## src/rtl/id_ex_stage_if.sv

```systemverilog
// Bundle between decode, the ID/EX register and the ALU: decode fields,
// stall/flush, forwarding sources in, registered EX operands and control out.
interface id_ex_stage_if #(
  parameter int DATA_W = 32
);
  logic              id_valid;
  logic [DATA_W-1:0] id_rs_data;
  logic [DATA_W-1:0] id_rt_data;
  logic [DATA_W-1:0] id_imm;
  logic [4:0]        id_shamt;
  logic [4:0]        id_rs;
  logic [4:0]        id_rt;
  logic [4:0]        id_rd;
  logic [3:0]        id_aluco;
  logic              id_alusrc;
  logic              id_regdst;
  logic              id_regwrite;
  logic              id_memread;
  logic              id_memwrite;
  logic              id_memtoreg;
  logic              stall;
  logic              flush;
  logic              exmem_regwrite;
  logic [4:0]        exmem_rd;
  logic [DATA_W-1:0] exmem_result;
  logic              memwb_regwrite;
  logic [4:0]        memwb_rd;
  logic [DATA_W-1:0] memwb_result;
  logic              ex_valid;
  logic [DATA_W-1:0] aluin1;
  logic [DATA_W-1:0] aluin2;
  logic [3:0]        aluco;
  logic [4:0]        alu_shift;
  logic [DATA_W-1:0] ex_store_data;
  logic [4:0]        ex_dest;
  logic              ex_regwrite;
  logic              ex_memread;
  logic              ex_memwrite;
  logic              ex_memtoreg;
  logic              load_use_hazard;

  modport master (
    output id_valid, id_rs_data, id_rt_data, id_imm, id_shamt, id_rs, id_rt, id_rd,
           id_aluco, id_alusrc, id_regdst, id_regwrite, id_memread, id_memwrite,
           id_memtoreg, stall, flush, exmem_regwrite, exmem_rd, exmem_result,
           memwb_regwrite, memwb_rd, memwb_result,
    input  ex_valid, aluin1, aluin2, aluco, alu_shift, ex_store_data, ex_dest,
           ex_regwrite, ex_memread, ex_memwrite, ex_memtoreg, load_use_hazard
  );

  modport slave (
    input  id_valid, id_rs_data, id_rt_data, id_imm, id_shamt, id_rs, id_rt, id_rd,
           id_aluco, id_alusrc, id_regdst, id_regwrite, id_memread, id_memwrite,
           id_memtoreg, stall, flush, exmem_regwrite, exmem_rd, exmem_result,
           memwb_regwrite, memwb_rd, memwb_result,
    output ex_valid, aluin1, aluin2, aluco, alu_shift, ex_store_data, ex_dest,
           ex_regwrite, ex_memread, ex_memwrite, ex_memtoreg, load_use_hazard
  );
endinterface

```

## src/rtl/id_ex_stage.sv

```systemverilog
// ID/EX pipeline register feeding the ALU, with EX/MEM and MEM/WB operand
// forwarding and one-bubble load-use hazard insertion.
module id_ex_stage #(
  parameter int DATA_W     = 32,
  parameter bit FORWARD_EN = 1'b1,
  parameter bit HAZARD_EN  = 1'b1
) (
  input logic          clk,
  input logic          reset,
  id_ex_stage_if.slave bus
);

  typedef struct packed {
    logic                     valid;
    logic [4:0]               rs;
    logic [4:0]               rt;
    logic signed [DATA_W-1:0] rs_data;
    logic signed [DATA_W-1:0] rt_data;
    logic signed [DATA_W-1:0] imm;
    logic [4:0]               shamt;
    logic [3:0]               aluco;
    logic                     alusrc;
    logic [4:0]               dest;
    logic                     regwrite;
    logic                     memread;
    logic                     memwrite;
    logic                     memtoreg;
  } ex_t;

  ex_t                      ex_q;
  ex_t                      ex_d;
  logic                     load_use_hazard;
  logic signed [DATA_W-1:0] fwd_a;
  logic signed [DATA_W-1:0] fwd_b;

  // EX/MEM is the younger producer, so it is checked first; r0 never forwards.
  function automatic logic signed [DATA_W-1:0] forward_sel(
    input logic [4:0]               src,
    input logic signed [DATA_W-1:0] reg_val,
    input logic                     em_we,
    input logic [4:0]               em_rd,
    input logic signed [DATA_W-1:0] em_val,
    input logic                     mw_we,
    input logic [4:0]               mw_rd,
    input logic signed [DATA_W-1:0] mw_val
  );
    logic signed [DATA_W-1:0] res;
    res = reg_val;
    if (FORWARD_EN && em_we && (em_rd != 5'd0) && (em_rd == src)) begin
      res = em_val;
    end else if (FORWARD_EN && mw_we && (mw_rd != 5'd0) && (mw_rd == src)) begin
      res = mw_val;
    end
    return res;
  endfunction

  always_comb begin
    load_use_hazard = 1'b0;
    if (HAZARD_EN && ex_q.valid && ex_q.memread && (ex_q.dest != 5'd0) &&
        bus.id_valid && ((ex_q.dest == bus.id_rs) || (ex_q.dest == bus.id_rt))) begin
      load_use_hazard = 1'b1;
    end
  end

  always_comb begin
    ex_d = ex_q;
    if (bus.flush) begin
      ex_d = '0;
    end else if (bus.stall) begin
      ex_d = ex_q;
    end else if (load_use_hazard || !bus.id_valid) begin
      ex_d = '0;
    end else begin
      ex_d.valid    = 1'b1;
      ex_d.rs       = bus.id_rs;
      ex_d.rt       = bus.id_rt;
      ex_d.rs_data  = bus.id_rs_data;
      ex_d.rt_data  = bus.id_rt_data;
      ex_d.imm      = bus.id_imm;
      ex_d.shamt    = bus.id_shamt;
      ex_d.aluco    = bus.id_aluco;
      ex_d.alusrc   = bus.id_alusrc;
      ex_d.dest     = bus.id_regdst ? bus.id_rd : bus.id_rt;
      ex_d.regwrite = bus.id_regwrite;
      ex_d.memread  = bus.id_memread;
      ex_d.memwrite = bus.id_memwrite;
      ex_d.memtoreg = bus.id_memtoreg;
    end
  end

  // ID -> EX register boundary
  always_ff @(posedge clk or posedge reset) begin
    if (reset) begin
      ex_q <= '0;
    end else begin
      ex_q <= ex_d;
    end
  end

  always_comb begin
    fwd_a = forward_sel(ex_q.rs, ex_q.rs_data, bus.exmem_regwrite, bus.exmem_rd,
                        bus.exmem_result, bus.memwb_regwrite, bus.memwb_rd, bus.memwb_result);
    fwd_b = forward_sel(ex_q.rt, ex_q.rt_data, bus.exmem_regwrite, bus.exmem_rd,
                        bus.exmem_result, bus.memwb_regwrite, bus.memwb_rd, bus.memwb_result);
  end

  assign bus.ex_valid        = ex_q.valid;
  assign bus.aluin1          = fwd_a;
  assign bus.aluin2          = ex_q.alusrc ? ex_q.imm : fwd_b;
  assign bus.ex_store_data   = fwd_b;
  assign bus.aluco           = ex_q.aluco;
  assign bus.alu_shift       = ex_q.shamt;
  assign bus.ex_dest         = ex_q.dest;
  assign bus.ex_regwrite     = ex_q.regwrite;
  assign bus.ex_memread      = ex_q.memread;
  assign bus.ex_memwrite     = ex_q.memwrite;
  assign bus.ex_memtoreg     = ex_q.memtoreg;
  assign bus.load_use_hazard = load_use_hazard;

endmodule
```

## src/flat_wrapper.sv

```systemverilog
// flat-port wrapper written by rule: the top's interface ports become plain ports
module id_ex_stage_flat 
#(
  parameter int DATA_W     = 32,
  parameter bit FORWARD_EN = 1'b1,
  parameter bit HAZARD_EN  = 1'b1
)
  (clk, reset, bus_id_valid, bus_id_rs_data, bus_id_rt_data, bus_id_imm, bus_id_shamt, bus_id_rs, bus_id_rt, bus_id_rd, bus_id_aluco, bus_id_alusrc, bus_id_regdst, bus_id_regwrite, bus_id_memread, bus_id_memwrite, bus_id_memtoreg, bus_stall, bus_flush, bus_exmem_regwrite, bus_exmem_rd, bus_exmem_result, bus_memwb_regwrite, bus_memwb_rd, bus_memwb_result, bus_ex_valid, bus_aluin1, bus_aluin2, bus_aluco, bus_alu_shift, bus_ex_store_data, bus_ex_dest, bus_ex_regwrite, bus_ex_memread, bus_ex_memwrite, bus_ex_memtoreg, bus_load_use_hazard);
  id_ex_stage_if #(.DATA_W(DATA_W)) bus_i ();
  input logic clk;
  input logic reset;
  input wire logic [$bits(bus_i.id_valid)-1:0] bus_id_valid;
  input wire logic [$bits(bus_i.id_rs_data)-1:0] bus_id_rs_data;
  input wire logic [$bits(bus_i.id_rt_data)-1:0] bus_id_rt_data;
  input wire logic [$bits(bus_i.id_imm)-1:0] bus_id_imm;
  input wire logic [$bits(bus_i.id_shamt)-1:0] bus_id_shamt;
  input wire logic [$bits(bus_i.id_rs)-1:0] bus_id_rs;
  input wire logic [$bits(bus_i.id_rt)-1:0] bus_id_rt;
  input wire logic [$bits(bus_i.id_rd)-1:0] bus_id_rd;
  input wire logic [$bits(bus_i.id_aluco)-1:0] bus_id_aluco;
  input wire logic [$bits(bus_i.id_alusrc)-1:0] bus_id_alusrc;
  input wire logic [$bits(bus_i.id_regdst)-1:0] bus_id_regdst;
  input wire logic [$bits(bus_i.id_regwrite)-1:0] bus_id_regwrite;
  input wire logic [$bits(bus_i.id_memread)-1:0] bus_id_memread;
  input wire logic [$bits(bus_i.id_memwrite)-1:0] bus_id_memwrite;
  input wire logic [$bits(bus_i.id_memtoreg)-1:0] bus_id_memtoreg;
  input wire logic [$bits(bus_i.stall)-1:0] bus_stall;
  input wire logic [$bits(bus_i.flush)-1:0] bus_flush;
  input wire logic [$bits(bus_i.exmem_regwrite)-1:0] bus_exmem_regwrite;
  input wire logic [$bits(bus_i.exmem_rd)-1:0] bus_exmem_rd;
  input wire logic [$bits(bus_i.exmem_result)-1:0] bus_exmem_result;
  input wire logic [$bits(bus_i.memwb_regwrite)-1:0] bus_memwb_regwrite;
  input wire logic [$bits(bus_i.memwb_rd)-1:0] bus_memwb_rd;
  input wire logic [$bits(bus_i.memwb_result)-1:0] bus_memwb_result;
  output wire logic [$bits(bus_i.ex_valid)-1:0] bus_ex_valid;
  output wire logic [$bits(bus_i.aluin1)-1:0] bus_aluin1;
  output wire logic [$bits(bus_i.aluin2)-1:0] bus_aluin2;
  output wire logic [$bits(bus_i.aluco)-1:0] bus_aluco;
  output wire logic [$bits(bus_i.alu_shift)-1:0] bus_alu_shift;
  output wire logic [$bits(bus_i.ex_store_data)-1:0] bus_ex_store_data;
  output wire logic [$bits(bus_i.ex_dest)-1:0] bus_ex_dest;
  output wire logic [$bits(bus_i.ex_regwrite)-1:0] bus_ex_regwrite;
  output wire logic [$bits(bus_i.ex_memread)-1:0] bus_ex_memread;
  output wire logic [$bits(bus_i.ex_memwrite)-1:0] bus_ex_memwrite;
  output wire logic [$bits(bus_i.ex_memtoreg)-1:0] bus_ex_memtoreg;
  output wire logic [$bits(bus_i.load_use_hazard)-1:0] bus_load_use_hazard;
  assign bus_i.id_valid = bus_id_valid;
  assign bus_i.id_rs_data = bus_id_rs_data;
  assign bus_i.id_rt_data = bus_id_rt_data;
  assign bus_i.id_imm = bus_id_imm;
  assign bus_i.id_shamt = bus_id_shamt;
  assign bus_i.id_rs = bus_id_rs;
  assign bus_i.id_rt = bus_id_rt;
  assign bus_i.id_rd = bus_id_rd;
  assign bus_i.id_aluco = bus_id_aluco;
  assign bus_i.id_alusrc = bus_id_alusrc;
  assign bus_i.id_regdst = bus_id_regdst;
  assign bus_i.id_regwrite = bus_id_regwrite;
  assign bus_i.id_memread = bus_id_memread;
  assign bus_i.id_memwrite = bus_id_memwrite;
  assign bus_i.id_memtoreg = bus_id_memtoreg;
  assign bus_i.stall = bus_stall;
  assign bus_i.flush = bus_flush;
  assign bus_i.exmem_regwrite = bus_exmem_regwrite;
  assign bus_i.exmem_rd = bus_exmem_rd;
  assign bus_i.exmem_result = bus_exmem_result;
  assign bus_i.memwb_regwrite = bus_memwb_regwrite;
  assign bus_i.memwb_rd = bus_memwb_rd;
  assign bus_i.memwb_result = bus_memwb_result;
  assign bus_ex_valid = bus_i.ex_valid;
  assign bus_aluin1 = bus_i.aluin1;
  assign bus_aluin2 = bus_i.aluin2;
  assign bus_aluco = bus_i.aluco;
  assign bus_alu_shift = bus_i.alu_shift;
  assign bus_ex_store_data = bus_i.ex_store_data;
  assign bus_ex_dest = bus_i.ex_dest;
  assign bus_ex_regwrite = bus_i.ex_regwrite;
  assign bus_ex_memread = bus_i.ex_memread;
  assign bus_ex_memwrite = bus_i.ex_memwrite;
  assign bus_ex_memtoreg = bus_i.ex_memtoreg;
  assign bus_load_use_hazard = bus_i.load_use_hazard;
  id_ex_stage #(.DATA_W(DATA_W), .FORWARD_EN(FORWARD_EN), .HAZARD_EN(HAZARD_EN)) u_core (.clk(clk), .reset(reset), .bus(bus_i));
endmodule
```

## config.mk

```make
export PLATFORM = sky130hd
export DESIGN_NAME = id_ex_stage_flat
export DESIGN_NICKNAME = d
export VERILOG_FILES = /design/src/rtl/id_ex_stage_if.sv /design/src/rtl/id_ex_stage.sv /design/src/flat_wrapper.sv
export SDC_FILE = /design/constraint.sdc
export NUM_CORES = 1
export LEC_CHECK = 0
export CORE_AREA = 2 2 127 191
export CTS_BUF_LIST = sky130_fd_sc_hd__clkbuf_2 sky130_fd_sc_hd__clkbuf_4 sky130_fd_sc_hd__clkbuf_8
export CTS_CLUSTER_DIAMETER = 200
export DETAILED_ROUTE_END_ITERATION = 8
export DIE_AREA = 0 0 129 193
export GPL_ROUTABILITY_DRIVEN = 0
export PLACE_DENSITY = 0.64
export SLEW_MARGIN = 20
export SYNTH_ARGS = -nofsm -noshare
export SYNTH_HDL_FRONTEND = slang
export SYNTH_SLANG_ARGS = --single-unit
```

## constraint.sdc

```tcl
create_clock -name clk -period 9.98 [get_ports clk]
set_clock_uncertainty 0.15 [all_clocks]
set_input_delay 1.497 -clock clk [delete_from_list [all_inputs] [get_ports clk]]
set_output_delay 1.497 -clock clk [all_outputs]
set_load 0.1 [all_outputs]
```

==> results of run 1 <==
logic make-up (layout without fill, tap and decap cells):
group	after synthesis	count (layout)	share of synthesized area, %
compound gates	228	228	26.96
mux	37	37	5.450
flops	126	126	45.63
xor+xnor	30	30	3.802
simple gates	182	182	11.91
other cells	0	3	0
buf+inv	80	364	6.246
path summary, 6_finish.rpt:
path,cells after the start,to,start
setup reg to reg,7,u_core.ex_q[22],u_core.bus.ex_dest[0]
min in group asynchronous,2,u_core.bus.alu_shift[4],reset
hold / removal,1,u_core.ex_q[97],u_core.ex_q[97]
max in group asynchronous,3,u_core.ex_q[97],reset
hold reg to reg,1,u_core.ex_q[97],u_core.ex_q[97]
setup / recovery,7,bus_aluin2[18],bus_memwb_rd[4]
per-stage QoR:
| step | util, % | worst slack [ns] |
|---|---|---|
| after global placement | 43.66 | 2.423 |
| after global routing | 45.38 | 2.265 |
| after detailed placement | 43.66 | 2.435 |
| after floorplan | - | 3.386 |
| final | 45.40 | 2.465 |
| after CTS | 45.37 | 2.424 |
state kept, by name (all words and copies together) (netlist names):
signal,flops
u_core.bus.ex_memread,1
u_core.bus.ex_regwrite,1
u_core.bus.ex_dest,5
u_core.bus.ex_memwrite,1
u_core.bus.ex_memtoreg,1
u_core.bus.aluco,4
u_core.ex_q,107
u_core.bus.alu_shift,5
u_core.bus.ex_valid,1
final cells by class:
cell class	count	area [µm²]	area share (%)
timing repair buffer	331	3291	30.98
inverter	1	8.758	0.08245
clock buffer	19	261.5	2.462
antenna	3	7.507	0.07067
sequential	126	3154	29.69
tap	319	399.1	3.757
clock inverter	13	138.9	1.307
multi-input combinational	477	3362	31.65
Yosys cell counts (15+ instances only):
cell type	instances	area share (%)
mux2i_1	32	4.6
buf_4	18	2.0
dfrtp_1	126	46
nor2_1	99	5.4
a21oi_1	34	2.5
buf_2	15	1.1
clkbuf_1	40	2.2
and3_1	32	2.9
xnor2_1	21	2.7
a221oi_1	25	3.2
o31ai_1	32	3.5
a22o_1	125	16
nand2_1	35	1.9
per-layer routing:
metal,track usage (%),share of wire (%)
met1,25.84,40
met2,37.28,52
met3,5.077,5.2
met4,9.156,2.7
met5,0,0.040
critical path, cell delays in order:
cell	delay, ns
clkdlybuf4s50_1	0.55
or4_1	0.13
o21a_2	0.79
nand3_2	1.05
a221oi_1	0.69
o31ai_1	0.13
clkdlybuf4s50_1	1.00
report_power, final:
group	switching [W]	internal, W	total (W)
registers	0.0000150	0.000529	0.000544
clock network	0.000226	0.000235	0.000461
logic	0.000301	0.000156	0.000458
==> summary.md, run 1 <==
| Metric | Value |
|---|---|
| Status | `finished clean` |
| Max Buffers Root-to-Sink | `2` |
| IO Count | `323` |
| Worst setup EP type | `primary output` |
| CTS Root Buffer Type | `clkbuf_8` |
| # DRC | `0` |
| Rows | `69` |
| Worst-Skew Late Latency | `0.46 ns` |
| Max_cap viols | `0` |
| CORE AREA | `23400 µm²` |
| Avg Vias per Cell | `5.209` |
| Final count of pins violating max slew | `0` |
| Synth Instances | `683` |
| Worst Max-Slew Pin Slew | `1.163 ns` |
| Die Width | `129 µm` |
| Final setup violating endpoints | `0` |
| Final std cells w/o fill | `1289` |
| CTS H-Tree Depth | `4` |
| CTS Sinks | `126` |
| RSZ-0062 raised after global routing | `no` |
| Setup bufs post-CTS | `0` |
| Leakage power | `4.417 nW` |
| Register area share after synthesis | `45.63%` |
| Initial antenna violation count | `2` |
| Number of enable flip-flop cells after synthesis | `0` |
| Synth Flop Type | `dfrtp_1` |
| DR vias | `6715` |
| R2r setup slk | `6.89 ns` |
| Critical path class | `in -> out` |
| Post-CTS sizing | `0` |
| Routed WL | `27330 µm` |
| Final Critical Period | `7.515 ns` |
| Post-synthesis async set-or-reset flop share | `100.0%` |
| Initial Util | `29.54%` |
| Worst vdd ir | `0.07546 mV` |
| Largest net degree at the start of global routing | `77` |
| CTS Buf Count | `17` |
| Hpwl dp | `18670 µm` |
| Syn Area/Cell | `10.12 µm²` |
| Full die area | `24900 µm²` |
| CTS clk-pin slew, worst paths | `0.07 ns` |
| Synthesized net count | `890` |
| TritonRoute pass-1 iters | `5` |
| Worst EP required | `8.33 ns` |
| Wire per inst | `21.20 µm` |
| First-pass GRT wire length | `40390 µm` |
| Worst Hold Class | `reg -> reg` |
| Synth Register Bits | `126` |
| Synth cell types | `33` |
| Worst hold slack | `0.3548 ns` |
| Max Fclk | `133.1 MHz` |
| Vias in the first global route | `6651` |
| Post-route cell area | `10620 µm²` |
| Placed Instances | `1254` |
| Layout cells sized above 1 | `6.722%` |
| Layout Nets | `1161` |
| Worst setup SP type | `input pin` |
| Post-Place Cell Area | `10210 µm²` |
| Die height | `193 µm` |
| TritonCTS clock tree | `yes` |
| Crit path max fanout | `34` |
| Total Power | `0.001463 W` |
| Arrival @ worst endpoint | `5.87 ns` |
| Routed Antenna Nets | `0` |
| Starting DRT DRC Count | `379` |
| Most common cell after layout, fill and taps aside | `clkdlybuf4s50_1` |
| Synthesis-to-layout area growth | `53.72%` |
| Fin. Hold Viols | `0` |
| Final period util | `75.30%` |
| Mapped Area | `6910 µm²` |
| Ys Warns | `0` |
| CTS Hold Bufs | `0` |
| FILL cells | `2252` |
| Pwr dens | `137.7 nW/µm²` |
| Grt total ovfl | `0` |
| Most frequent cells in the layout | `clkdlybuf4s50_1, a22o_1, dfrtp_1` |
| Setup TNS | `0 ns` |
| Max-slew headroom | `22.28%` |
| Total track usage | `21.66%` |
| Port Buf Inserts | `322` |
Note: power is estimated with default switching activity, not from simulation.
==> run 2, diff against run 1 <==
Clock period 9.98 ns to 7.8 ns, I/O delays scaled along.
==> run 2 against run 1 <==
First-iteration DRC count decreased by 12%. Final area about the same. Worst hold slack improved by 0.0017 ns. Critical path type unchanged. Register-to-register slack got worse by 2.1 ns. Clock power increased by 29%. Via count increased by 0.39%. Clock-buffer cell count increased by 1. Critical path depth unchanged. Wire length decreased by 0.16%. Flip-flop and latch count unchanged. Global-route usage increased by 0.16 points. Non-clock buffer count increased by 1. Critical endpoint is now bus_aluin2[1].
==> summary.md, run 2 (synthesis gave the netlist of run 1 again) <==
| Metric | Value |
|---|---|
| Critical path class | `in -> out (unchanged)` |
| TritonCTS clock tree | `yes (unchanged)` |
| Worst Max-Slew Pin Slew | `1.080 ns (was 1.163 ns)` |
| Worst-Skew Late Latency | `0.45 ns (was 0.46 ns)` |
| Crit path max fanout | `34 (unchanged)` |
| Post-CTS sizing | `0 (unchanged)` |
| Port Buf Inserts | `322 (unchanged)` |
| # DRC | `0 (unchanged)` |
| Routed Antenna Nets | `0 (unchanged)` |
| Most common cell after layout, fill and taps aside | `clkdlybuf4s50_1 (unchanged)` |
| Worst Hold Class | `reg -> reg (unchanged)` |
| CTS H-Tree Depth | `4 (unchanged)` |
| Layout cells sized above 1 | `6.818% (was 6.722%)` |
| CTS clk-pin slew, worst paths | `0.07 ns (about the same)` |
| TritonRoute pass-1 iters | `6 (was 5)` |
| Grt total ovfl | `0 (unchanged)` |
| Wire per inst | `21.17 µm (was 21.20 µm)` |
| Sw frac | `36.12% (was 37.07%)` |
| Pwr dens | `176.8 nW/µm² (was 137.7 nW/µm²)` |
| Worst setup SP type | `input pin (unchanged)` |
| CTS Hold Bufs | `0 (unchanged)` |
| Biggest register | `u_core.ex_q (unchanged)` |
| Rows | `69 (unchanged)` |
| Max Buffers Root-to-Sink | `2 (unchanged)` |
| Initial antenna violation count | `1 (was 2)` |
| Worst vdd ir | `0.1112 mV (was 0.07546 mV)` |
| Max-slew headroom | `27.81% (was 22.28%)` |
| Total track usage | `21.83% (was 21.66%)` |
| Final Critical Period | `6.835 ns` |
| Final period util | `87.63%` |
| Worst EP required | `6.48 ns (was 8.33 ns)` |
| DR vias | `6741 (was 6715)` |
| IO Count | `323 (unchanged)` |
| Max reg flops | `107 (unchanged)` |
| CTS Root Buffer Type | `clkbuf_8 (unchanged)` |
| Avg Vias per Cell | `5.230 (was 5.209)` |
| Initial Util | `29.54% (unchanged)` |
| Final setup violating endpoints | `0 (unchanged)` |
| Most frequent cells in the layout | `clkdlybuf4s50_1, a22o_1, dfrtp_1 (unchanged)` |
| Hpwl dp | `18990 µm (was 18670 µm)` |
| Worst hold slack | `0.3565 ns (was 0.3548 ns)` |
| Comb power frac | `31.1% (was 31.3%)` |
| CTS Sinks | `126 (unchanged)` |
| Status | `finished clean (unchanged)` |
| Post-Place Cell Area | `10220 µm² (was 10210 µm²)` |
| Leakage power | `4.429 nW (was 4.417 nW)` |
| Setup bufs post-CTS | `0 (unchanged)` |
| Die Width | `129 µm (unchanged)` |
| Sequential share of power | `37.2% (about the same)` |
| Vias in the first global route | `6892 (was 6651)` |
| Final count of pins violating max slew | `0 (unchanged)` |
| Worst setup EP type | `primary output (unchanged)` |
| First-pass GRT wire length | `40730 µm (was 40390 µm)` |
| CTS Buf Count | `17 (unchanged)` |
| Internal | `0.001200 W (was 0.0009207 W)` |
| Layout Nets | `1162 (was 1161)` |
| Synthesis-to-layout area growth | `53.81% (was 53.72%)` |
| Routed WL | `27290 µm (was 27330 µm)` |
| RSZ-0062 raised after global routing | `no (unchanged)` |
| Setup TNS | `0 ns (unchanged)` |
| Die height | `193 µm (unchanged)` |
| Largest net degree at the start of global routing | `81 (was 77)` |
| Max Fclk | `146.3 MHz` |
| Clock share of power | `31.7% (was 31.5%)` |
| Fin. Hold Viols | `0 (unchanged)` |
| Full die area | `24900 µm² (unchanged)` |
| Max_cap viols | `0 (unchanged)` |
| Arrival @ worst endpoint | `5.51 ns (was 5.87 ns)` |
| CORE AREA | `23400 µm² (unchanged)` |
| Starting DRT DRC Count | `333 (was 379)` |
| Post-route cell area | `10630 µm² (was 10620 µm²)` |
| NetSw | `0.0006787 W (was 0.0005424 W)` |
run 2: critical path: stages:
cell and delay (ns):
clkdlybuf4s50_1 0.55, or4_1 0.13, o21a_2 0.77, nand3_2 1.03
a221oi_1 0.67, o31ai_1 0.16, clkdlybuf4s50_1 1.00
run 2: final cells by class:
class,count,area (µm²)
clock inverter,12,145.1
multi-input combinational,477,3362
inverter,1,8.758
antenna,2,5.005
sequential,126,3154
timing repair buffer,332,3298
fill,2269,12770
clock buffer,20,256.5
tap,319,399.1
run 2: final timing paths:
path	start	endpoint	slack (ns)	cells past startpoint
worst max-delay path	bus_memwb_rd[4]	bus_aluin2[1]	0.97	7
worst min-delay path	u_core.ex_q[102]	u_core.ex_q[102]	0.36	1
worst max register to register	u_core.bus.ex_dest[0]	u_core.ex_q[22]	4.82	7
worst min register to register	u_core.ex_q[102]	u_core.ex_q[102]	0.36	1
max in group asynchronous	reset	u_core.ex_q[90]	5.26	3
min in group asynchronous	reset	u_core.bus.ex_regwrite	1.07	2
run 2: through the flow:
| stage | cells | utilization [%] | setup slack [ns] | power, W |
|---|---|---|---|---|
| after detailed placement | 1255 | 43.69 | 0.8630 | 0.001297 |
| after global routing | 1287 | 45.41 | 0.7490 | 0.001957 |
| after CTS | 1287 | 45.41 | 0.9157 | 0.001902 |
| after global placement | 1255 | 43.69 | 0.8656 | 0.001295 |
| final | 1289 | 45.43 | 0.9652 | 0.001879 |
| after floorplan | 683 | - | 1.860 | 0.001080 |
run 2: power by group through the flow:
stage	combinational (W)	sequential, W	clock [W]
floorplan	0.000370	0.000710	0
global placement	0.000585	0.000710	0
detailed placement	0.000587	0.000710	0
CTS	0.000588	0.000698	0.000616
global route	0.000611	0.000701	0.000645
finish	0.000585	0.000698	0.000596
run 2: metal layers:
metal  global-route usage [%]  vias to the layer above  part of all wire (%)
li1                         -                     3087                     -
met1                    25.11                     3315                    39
met2                    38.01                      278                    52
met3                    5.795                       59                   5.9
met4                    9.490                        2                   3.3
met5                        0                        -                 0.040
